===== src/rtl/cronometro_regresivo.sv =====
// BCD hh:mm:ss countdown timer with load/start/stop/ack control.
// Raises cronofin on expiry and holds it until acknowledged.
module cronometro_regresivo #(
   parameter int TICK_CYCLES = 100000000,
   parameter int TICK_W      = 27
) (
   input  logic       clk,
   input  logic       rst,
   input  logic       load,
   input  logic [7:0] hh_in,
   input  logic [7:0] mm_in,
   input  logic [7:0] ss_in,
   input  logic       start,
   input  logic       stop,
   input  logic       ack,
   output logic [7:0] hh,
   output logic [7:0] mm,
   output logic [7:0] ss,
   output logic       running,
   output logic       cronofin
);

   typedef enum logic [1:0] {IDLE, RUN, PAUSE, DONE} state_t;

   state_t            state_q;
   logic [7:0]        hh_q, mm_q, ss_q;
   logic [7:0]        hh_d, mm_d, ss_d;
   logic [TICK_W-1:0] tick_q;
   logic              tick_last;
   logic              count_zero;
   logic              dec_zero;

   function automatic logic [7:0] clamp_60(input logic [7:0] v);
      if (v[7:4] > 4'd5 || v[3:0] > 4'd9) return 8'h59;
      return v;
   endfunction

   // A tens digit above 2 always makes the value exceed 8'h23.
   function automatic logic [7:0] clamp_24(input logic [7:0] v);
      if (v[3:0] > 4'd9 || v > 8'h23) return 8'h23;
      return v;
   endfunction

   function automatic logic [7:0] dec_60(input logic [7:0] v);
      if (v[3:0] != 4'd0) return {v[7:4], v[3:0] - 4'd1};
      if (v[7:4] != 4'd0) return {v[7:4] - 4'd1, 4'd9};
      return 8'h59;
   endfunction

   always_comb begin
      ss_d = dec_60(ss_q);
      mm_d = (ss_q == 8'h00) ? dec_60(mm_q) : mm_q;
      hh_d = (ss_q == 8'h00 && mm_q == 8'h00) ? dec_60(hh_q) : hh_q;
   end

   assign tick_last  = (tick_q == TICK_W'(TICK_CYCLES - 1));
   assign count_zero = ({hh_q, mm_q, ss_q} == 24'h000000);
   assign dec_zero   = ({hh_d, mm_d, ss_d} == 24'h000000);

   always_ff @(posedge clk) begin
      if (!rst) begin
         state_q <= IDLE;
         hh_q    <= 8'h00;
         mm_q    <= 8'h00;
         ss_q    <= 8'h00;
         tick_q  <= '0;
      end else begin
         case (state_q)
            IDLE: begin
               if (ack) begin
                  state_q <= IDLE;
               end else if (load) begin
                  hh_q <= clamp_24(hh_in);
                  mm_q <= clamp_60(mm_in);
                  ss_q <= clamp_60(ss_in);
               end else if (start && !count_zero) begin
                  state_q <= RUN;
                  tick_q  <= '0;
               end
            end
            RUN: begin
               // load is ignored here, so it does not mask stop or the tick.
               if (ack) begin
                  state_q <= IDLE;
                  tick_q  <= '0;
               end else if (stop) begin
                  state_q <= PAUSE;
               end else if (tick_last) begin
                  tick_q <= '0;
                  hh_q   <= hh_d;
                  mm_q   <= mm_d;
                  ss_q   <= ss_d;
                  if (dec_zero) state_q <= DONE;
               end else begin
                  tick_q <= tick_q + TICK_W'(1);
               end
            end
            PAUSE: begin
               if (ack) begin
                  state_q <= IDLE;
                  tick_q  <= '0;
               end else if (load) begin
                  hh_q   <= clamp_24(hh_in);
                  mm_q   <= clamp_60(mm_in);
                  ss_q   <= clamp_60(ss_in);
                  tick_q <= '0;
               end else if (start && !count_zero) begin
                  state_q <= RUN;
               end
            end
            DONE: begin
               if (ack) begin
                  state_q <= IDLE;
               end else if (load) begin
                  state_q <= IDLE;
                  hh_q    <= clamp_24(hh_in);
                  mm_q    <= clamp_60(mm_in);
                  ss_q    <= clamp_60(ss_in);
               end
            end
            default: state_q <= IDLE;
         endcase
      end
   end

   assign hh       = hh_q;
   assign mm       = mm_q;
   assign ss       = ss_q;
   assign running  = (state_q == RUN);
   assign cronofin = (state_q == DONE);

endmodule


===== config.mk =====
export PLATFORM = sky130hd
export DESIGN_NAME = cronometro_regresivo
export DESIGN_NICKNAME = d
export VERILOG_FILES = /design/src/rtl/cronometro_regresivo.sv
export SDC_FILE = /design/constraint.sdc
export NUM_CORES = 1
export LEC_CHECK = 0
export ABC_AREA = 1
export CORE_ASPECT_RATIO = 1.75
export CORE_MARGIN = 2
export CORE_UTILIZATION = 50
export CTS_BUF_LIST = sky130_fd_sc_hd__clkbuf_4
export DETAILED_ROUTE_END_ITERATION = 12
export PLACE_DENSITY = 0.77
export SLEW_MARGIN = 30
export SYNTH_ARGS = -nofsm -noshare
export SYNTH_HDL_FRONTEND = slang
export SYNTH_SLANG_ARGS = --single-unit

===== constraint.sdc =====
create_clock -name clk -period 1.73 [get_ports clk]
set_input_delay 0.346 -clock clk [delete_from_list [all_inputs] [get_ports clk]]
set_output_delay 0.346 -clock clk [all_outputs]
set_load 0.01 [all_outputs]

==> results of run 1 <==
## per-stage QoR
| step | worst slack (ns) | cells | total power, mW | area (um2) |
|---|---|---|---|---|
| after detailed placement | -0.367 | 864 | 2.53 | 5340 |
| after global placement | -0.308 | 864 | 2.51 | 5340 |
| after CTS | -0.0435 | 880 | 3.22 | 5620 |
| after global routing | -0.386 | 891 | 3.61 | 6120 |
| after floorplan | 0.00411 | 619 | 1.97 | 3820 |
| final | -0.193 | 891 | 3.48 | 6120 |
## cell type report
type | count | area (um2) | share of cell area
timing repair buffer | 194 | 1760 | 0.288
clock buffer | 5 | 37.5 | 0.00613
tap | 88 | 110 | 0.0180
inverter | 69 | 294 | 0.0480
timing repair inverter | 1 | 11.3 | 0.00184
sequential | 53 | 1110 | 0.181
multi-input combinational | 478 | 2770 | 0.453
clock inverter | 3 | 26.3 | 0.00429
## routing by layer
metal | global-route usage | vias to the layer above | routed length [um]
met2 | 0.639 | 306 | 8460
met4 | 0.230 | 0 | 1410
met5 | 0 | - | 0
met1 | 0.312 | 2372 | 5080
met3 | 0.0428 | 118 | 970
li1 | - | 2406 | -
## power groups by stage
stage	registers, mW	clock network [mW]	logic (mW)
6_report	1.30	0.652	1.52
2_1_floorplan	1.35	0	0.619
5_1_grt	1.31	0.702	1.60
3_3_place_gp	1.32	0	1.19
4_1_cts	1.30	0.654	1.26
3_5_place_dp	1.32	0	1.22
## flip-flops by register name, indices dropped and copies added (netlist names)
signal	cells
tick_q	27
hh	8
mm	8
ss	8
state_q	2
## worst max path at each step
stage,endpoint,slack [ns],cells past startpoint
floorplan,hh[2],0.004,10
global placement,tick_q[21],-0.31,9
detailed placement,tick_q[21],-0.37,9
CTS,state_q[1],-0.04,14
global route,state_q[1],-0.39,12
finish,state_q[1],-0.19,14
## worst register-to-register path: stages (launching register included)
cell	delay, ns
dfxtp_2	0.38
nor2_4	0.14
nand2_4	0.08
nor2_4	0.21
nand2_4	0.11
buf_6	0.14
nand2_1	0.06
nand2_2	0.07
nor2_2	0.17
nand3_1	0.10
nor2_1	0.13
nand2_1	0.07
nand2_1	0.06
nand2_1	0.04
a21oi_1	0.11
## cell usage in the layout (no fill, tap or decap), types with 18 or more instances in the layout
cell / count
clkdlybuf4s50_1: 29
nor2_1: 73
dfxtp_1: 25
buf_4: 120
inv_1: 59
dfxtp_2: 24
nand3_1: 32
dlygate4sd2_1: 24
a21oi_2: 19
a21oi_1: 18
nand2_1: 155
## logic make-up after synthesis
family,after synthesis,share of synthesized area
xor+xnor,7,0.0160
buf+inv,88,0.100
simple gates,369,0.449
compound gates,101,0.154
flops,53,0.278
fa+ha+maj,1,0.00327
## what timing repair did
| action | 4_1_cts | 5_1_grt |
|---|---|---|
| gates cloned | 1 | 5 |
| setup endpoints to repair | 78 | 52 |
| pin swaps | 22 | 30 |
| hold buffers | 0 | 0 |
| setup buffers | 7 | 6 |
| gates resized for setup | 92 | 110 |
==> run metrics, run 1 <==
Area growth, synth to finish=60.2%; Hold Path Depth=2; filler instances=498; clk slew on worst S/H paths=0.18 ns; initial antenna violation count=0; Synth top area share=0.278; Final HPWL DP=10400 um; share of layout cells above drive strength 1=0.375; cell breakdown of the critical path=nor2_4 > nand2_4 > nor2_4 > nand2_4 > buf_6 > nand2_1 > nand2_2 > nor2_2 > nand3_1 > nor2_1 > nand2_1 > nand2_1 > nand2_1 > a21oi_1; DRC Markers=0; Cell Rows=42; Die H=120 um; crit path time final=1.92 ns; Clock Skew=0.0208 ns; Post-synth EDFFs=0; Yosys warnings=0; Clock power frac=0.187; diode count=0; status=finished with violations; Max Fclk=520 MHz; CP Class=flip-flop to flip-flop; reg2reg end=state_q[1]; dominant synthesized flop cell=dfxtp_1; Netlist cell types=46; Pint=2.09 mW; Seq/Total Area, Yosys=0.278; Total Nets Final=833; Logic pwr share=0.438; MaxCap Viol Count=0; Net Sw Frac=0.399; Die Wd=70.1 um; core area=0.00751 mm2; Startpoint Class=flip-flop; first-pass GRT wire length=22300 um; clk sinks=53; post-route antenna net violation count=0; Post-synth top cells=170 x nand2_1, 87 x nor2_1, 62 x inv_1, 53 x dfxtp_1; GPL Wtd Cong=0.964; Iter 0 DRT Violations=542; P_sw=1.39 mW; CTS root buffer=clkbuf_4; Slew Viols, Final=0; final worst setup slack=-0.193 ns; Worst VDD drop=0.661 mV; Area contributors post-synth=dfxtp_1 28%, nand2_1 17%, nor2_1 8.5%, inv_1 6.1%, a21oi_1 4.8%; gr ovfl total=0; slew at the pin with the worst max-slew slack=0.385 ns; maximum clock insertion buffer count=2; WL final=15900 um; Final Cycle Share=1.11; Num CTS Buffers=5; Initial Utilization=0.508; number of I/O port buffers=55; register share of total power=0.375; R2R Setup Slk=-0.19 ns; slew margin rel.=0.742; Mapped Nets=650; final hold vios=0; # IOs=56; Clock Latency Late Sink=0.43 ns; LEAKAGE=2.61 nW; fin util=0.815; hold endpoint=tick_q[16]; Critical Path RT=2.11 ns; DR vias/cell=5.84; post-synthesis async set-or-reset flop share=0; Slowest-stage cell, CP=dfxtp_2; critical path data arrival time=2.30 ns; failing checks=negative setup slack; overall routing resource usage=0.331; CP Max Fanout=4; vias in the first global route=5036; area leader, netlist=dfxtp_1; R2R depth=14; via count=5202; DR pass1 iterations=5; Setup TNS=-1.90 ns; Worst Setup SP=ss[3]; Most Frequent Cell on Critical Path=nand2_1; Synth Cell Area=0.00382 mm2; largest net degree at the start of global routing=25; CP top delay family=simple AND/OR/NAND/NOR gates; most frequent cell after synthesis=nand2_1; synthesized area per cell=6.17 um2; DIE AREA=0.00839 mm2; Hold Crit Class=flip-flop to flip-flop; pwr dens=568 mW/mm2; max incr delay on CP=0.38 ns; Final setup viols=37; Final Hold Slack=0.523 ns; RSZ-0062 raised after global routing=yes; WL/cell=17.9 um; Mapped Cells=619; hold path start=tick_q[16]; buffers plus inverters on the worst setup path=1; crit end category=flip-flop; #FFs+latches synth=53; reg2reg start=ss[3]; CTS tree=yes; htree depth=2
No activity file was read; power rests on OpenSTA's default activity.
==> inputs of run 2 (changes only) <==
--- a/config.mk
+++ b/config.mk
@@ -7,7 +7,6 @@
 export LEC_CHECK = 0
 export ABC_AREA = 1
 export CORE_ASPECT_RATIO = 1.75
-export CORE_MARGIN = 2
 export CORE_UTILIZATION = 50
 export CTS_BUF_LIST = sky130_fd_sc_hd__clkbuf_4
 export DETAILED_ROUTE_END_ITERATION = 12
==> run 2 against run 1 <==
The flow still finishes with violations (negative setup slack). First-iteration DRC count is 62% higher. Power rose by 8.4%. Clock power fell by 7.7%. Design area increased by 5.4%. Clock skew decreased by 0.0029 ns. Final cell count rose by 0.90%. Global-route usage rose by 5.1 points. Utilization rose by 7.1 points. Maximum frequency decreased by 7.3%.
==> run metrics, run 2 (synthesis gave the netlist of run 1 again) <==
max FFs per register=27; clk sinks=53; failing checks=negative setup slack; Largest Register=tick_q; Die Wd=68.1 um; maximum clock insertion buffer count=2; placed cell areas=0.00533 mm2; largest net degree at the start of global routing=27; WL/cell=20.8 um; RSZ-0062 raised after global routing=yes; cell breakdown of the critical path=nor2_4 > nand2_2 > nor2_4 > buf_12 > buf_12 > nand3_1 > nand2_1 > nand2_2 > nor2_1 > nand2_1 > nor2_2 > nand2_1 > nand2_1 > nand2_1 > a21oi_2; Startpoint Class=flip-flop; Hold-fix buffers, CTS=0; Max Fclk=482 MHz; share of layout cells above drive strength 1=0.406; Final HPWL DP=10500 um; Setup Slack @ Placement=-0.373 ns; Final Cycle Share=1.20; post-route antenna net violation count=0; Clock power frac=0.159; Area growth, synth to finish=68.9%; CTS root buffer=clkbuf_4; gr ovfl total=0; Iter 0 DRT Violations=879; LEAKAGE=2.76 nW; # IOs=56; DIE AREA=0.00801 mm2; htree depth=2; register share of total power=0.348; status=finished with violations; slew at the pin with the worst max-slew slack=0.794 ns; Total Nets Final=843; Most Frequent Cell on Critical Path=nand2_1; Slowest-stage cell, CP=dfxtp_2; final worst setup slack=-0.345 ns; MaxCap Viol Count=0; critical path data arrival time=2.43 ns; P_sw=1.56 mW; Critical Path Stages=15; Logic pwr share=0.492; crit end category=flip-flop; Net Sw Frac=0.412; CP Max Fanout=5; Hold Crit Class=flip-flop to flip-flop; Slew Viols, Final=0; DR vias/cell=6.34; first-pass GRT wire length=23200 um; Num CTS Buffers=5; Critical Path RT=2.08 ns; DRC Markers=0; core area=0.00728 mm2; Die H=118 um; number of I/O port buffers=55; max incr delay on CP=0.38 ns; Hold Path Depth=2; Clock Skew=0.0178 ns; vias in the first global route=5026; Pint=2.22 mW; final hold vios=0; DR pass1 iterations=6; commonest cells after routing, fill and taps aside=141 x nand2_1, 111 x buf_4, 70 x nor2_1, 59 x inv_1, 30 x clkdlybuf4s50_1; Final setup viols=47; CTS tree=yes; via count=5696; final instance area=0.00645 mm2; initial antenna violation count=0; Initial Utilization=0.525; diode count=0; overall routing resource usage=0.383; WL final=18700 um; CP Class=flip-flop to flip-flop; Clock Latency Late Sink=0.42 ns; CP top delay family=simple AND/OR/NAND/NOR gates; clk slew on worst S/H paths=0.17 ns; Cell Rows=41; crit path time final=2.08 ns; Worst VDD drop=0.510 mV; R2R depth=15; slew margin rel.=0.465; pwr dens=584 mW/mm2; GPL Wtd Cong=0.962; buffers plus inverters on the worst setup path=2; commonest non-fill, non-tap cell in the layout=nand2_1
## run 2: changes by cell type in the layout (fill, tap and decap cells not counted), moves of 7 or more
cell	previous run	this run
o21ai_2	13	6
buf_6	6	18
nand3_1	32	25
nand3_4	2	9
buf_4	120	111
nand2_1	155	141
nand2_2	14	23
## run 2: per-layer routing
| layer | global-route usage | vias to the layer above | routed length, um |
|---|---|---|---|
| li1 | - | 2429 | - |
| met5 | 0 | - | 0 |
| met1 | 0.359 | 2586 | 5730 |
| met2 | 0.675 | 506 | 9310 |
| met4 | 0.303 | 0 | 1850 |
| met3 | 0.0678 | 175 | 1780 |
## run 2: power groups by stage
stage / Combinational (mW) / Clock, mW / Sequential (mW)
finish: 1.86 / 0.602 / 1.31
global route: 1.95 / 0.656 / 1.32
CTS: 1.44 / 0.582 / 1.30
detailed placement: 1.23 / 0 / 1.32
global placement: 1.20 / 0 / 1.32
floorplan: 0.619 / 0 / 1.35
## run 2: final timing paths
check	start	to	slack [ns]
setup / recovery	ss[2]	state_q[1]	-0.35
hold / removal	tick_q[26]	tick_q[26]	0.52
setup reg to reg	ss[2]	state_q[1]	-0.35
hold reg to reg	tick_q[26]	tick_q[26]	0.52
## run 2: cell type report
cell class / instances / area, um2
multi-input cells: 480 / 2960
repair buffers: 200 / 1890
flip-flops and latches: 53 / 1100
fillers: 355 / 830
inverters: 69 / 303
well taps: 86 / 108
repair inverters: 3 / 43.8
clock buffers: 5 / 37.5
clock inverters: 3 / 12.5
## run 2: what timing repair did
item	4_1_cts	5_1_grt
setup endpoints to repair	77	57
resized for setup	117	129
buffers inserted	9	13
pin swaps	30	56
gates cloned	6	4
## run 2: worst min-delay path, delay by kind of cell (launching register included)
family          cells  cell delay (ns)
compound gates      1             0.05
flops               1             0.37
simple gates        1             0.09
## run 2: through the flow
step	setup TNS, ns	hold slack, ns	std cells	power, mW	util
floorplan	0	0.457	619	1.97	-
global placement	-9.72	0.475	860	2.52	0.732
detailed placement	-13.11	0.492	860	2.55	0.732
CTS	-2.90	0.508	883	3.32	0.793
global route	-15.00	0.527	899	3.92	0.886
finish	-10.15	0.521	899	3.77	0.886
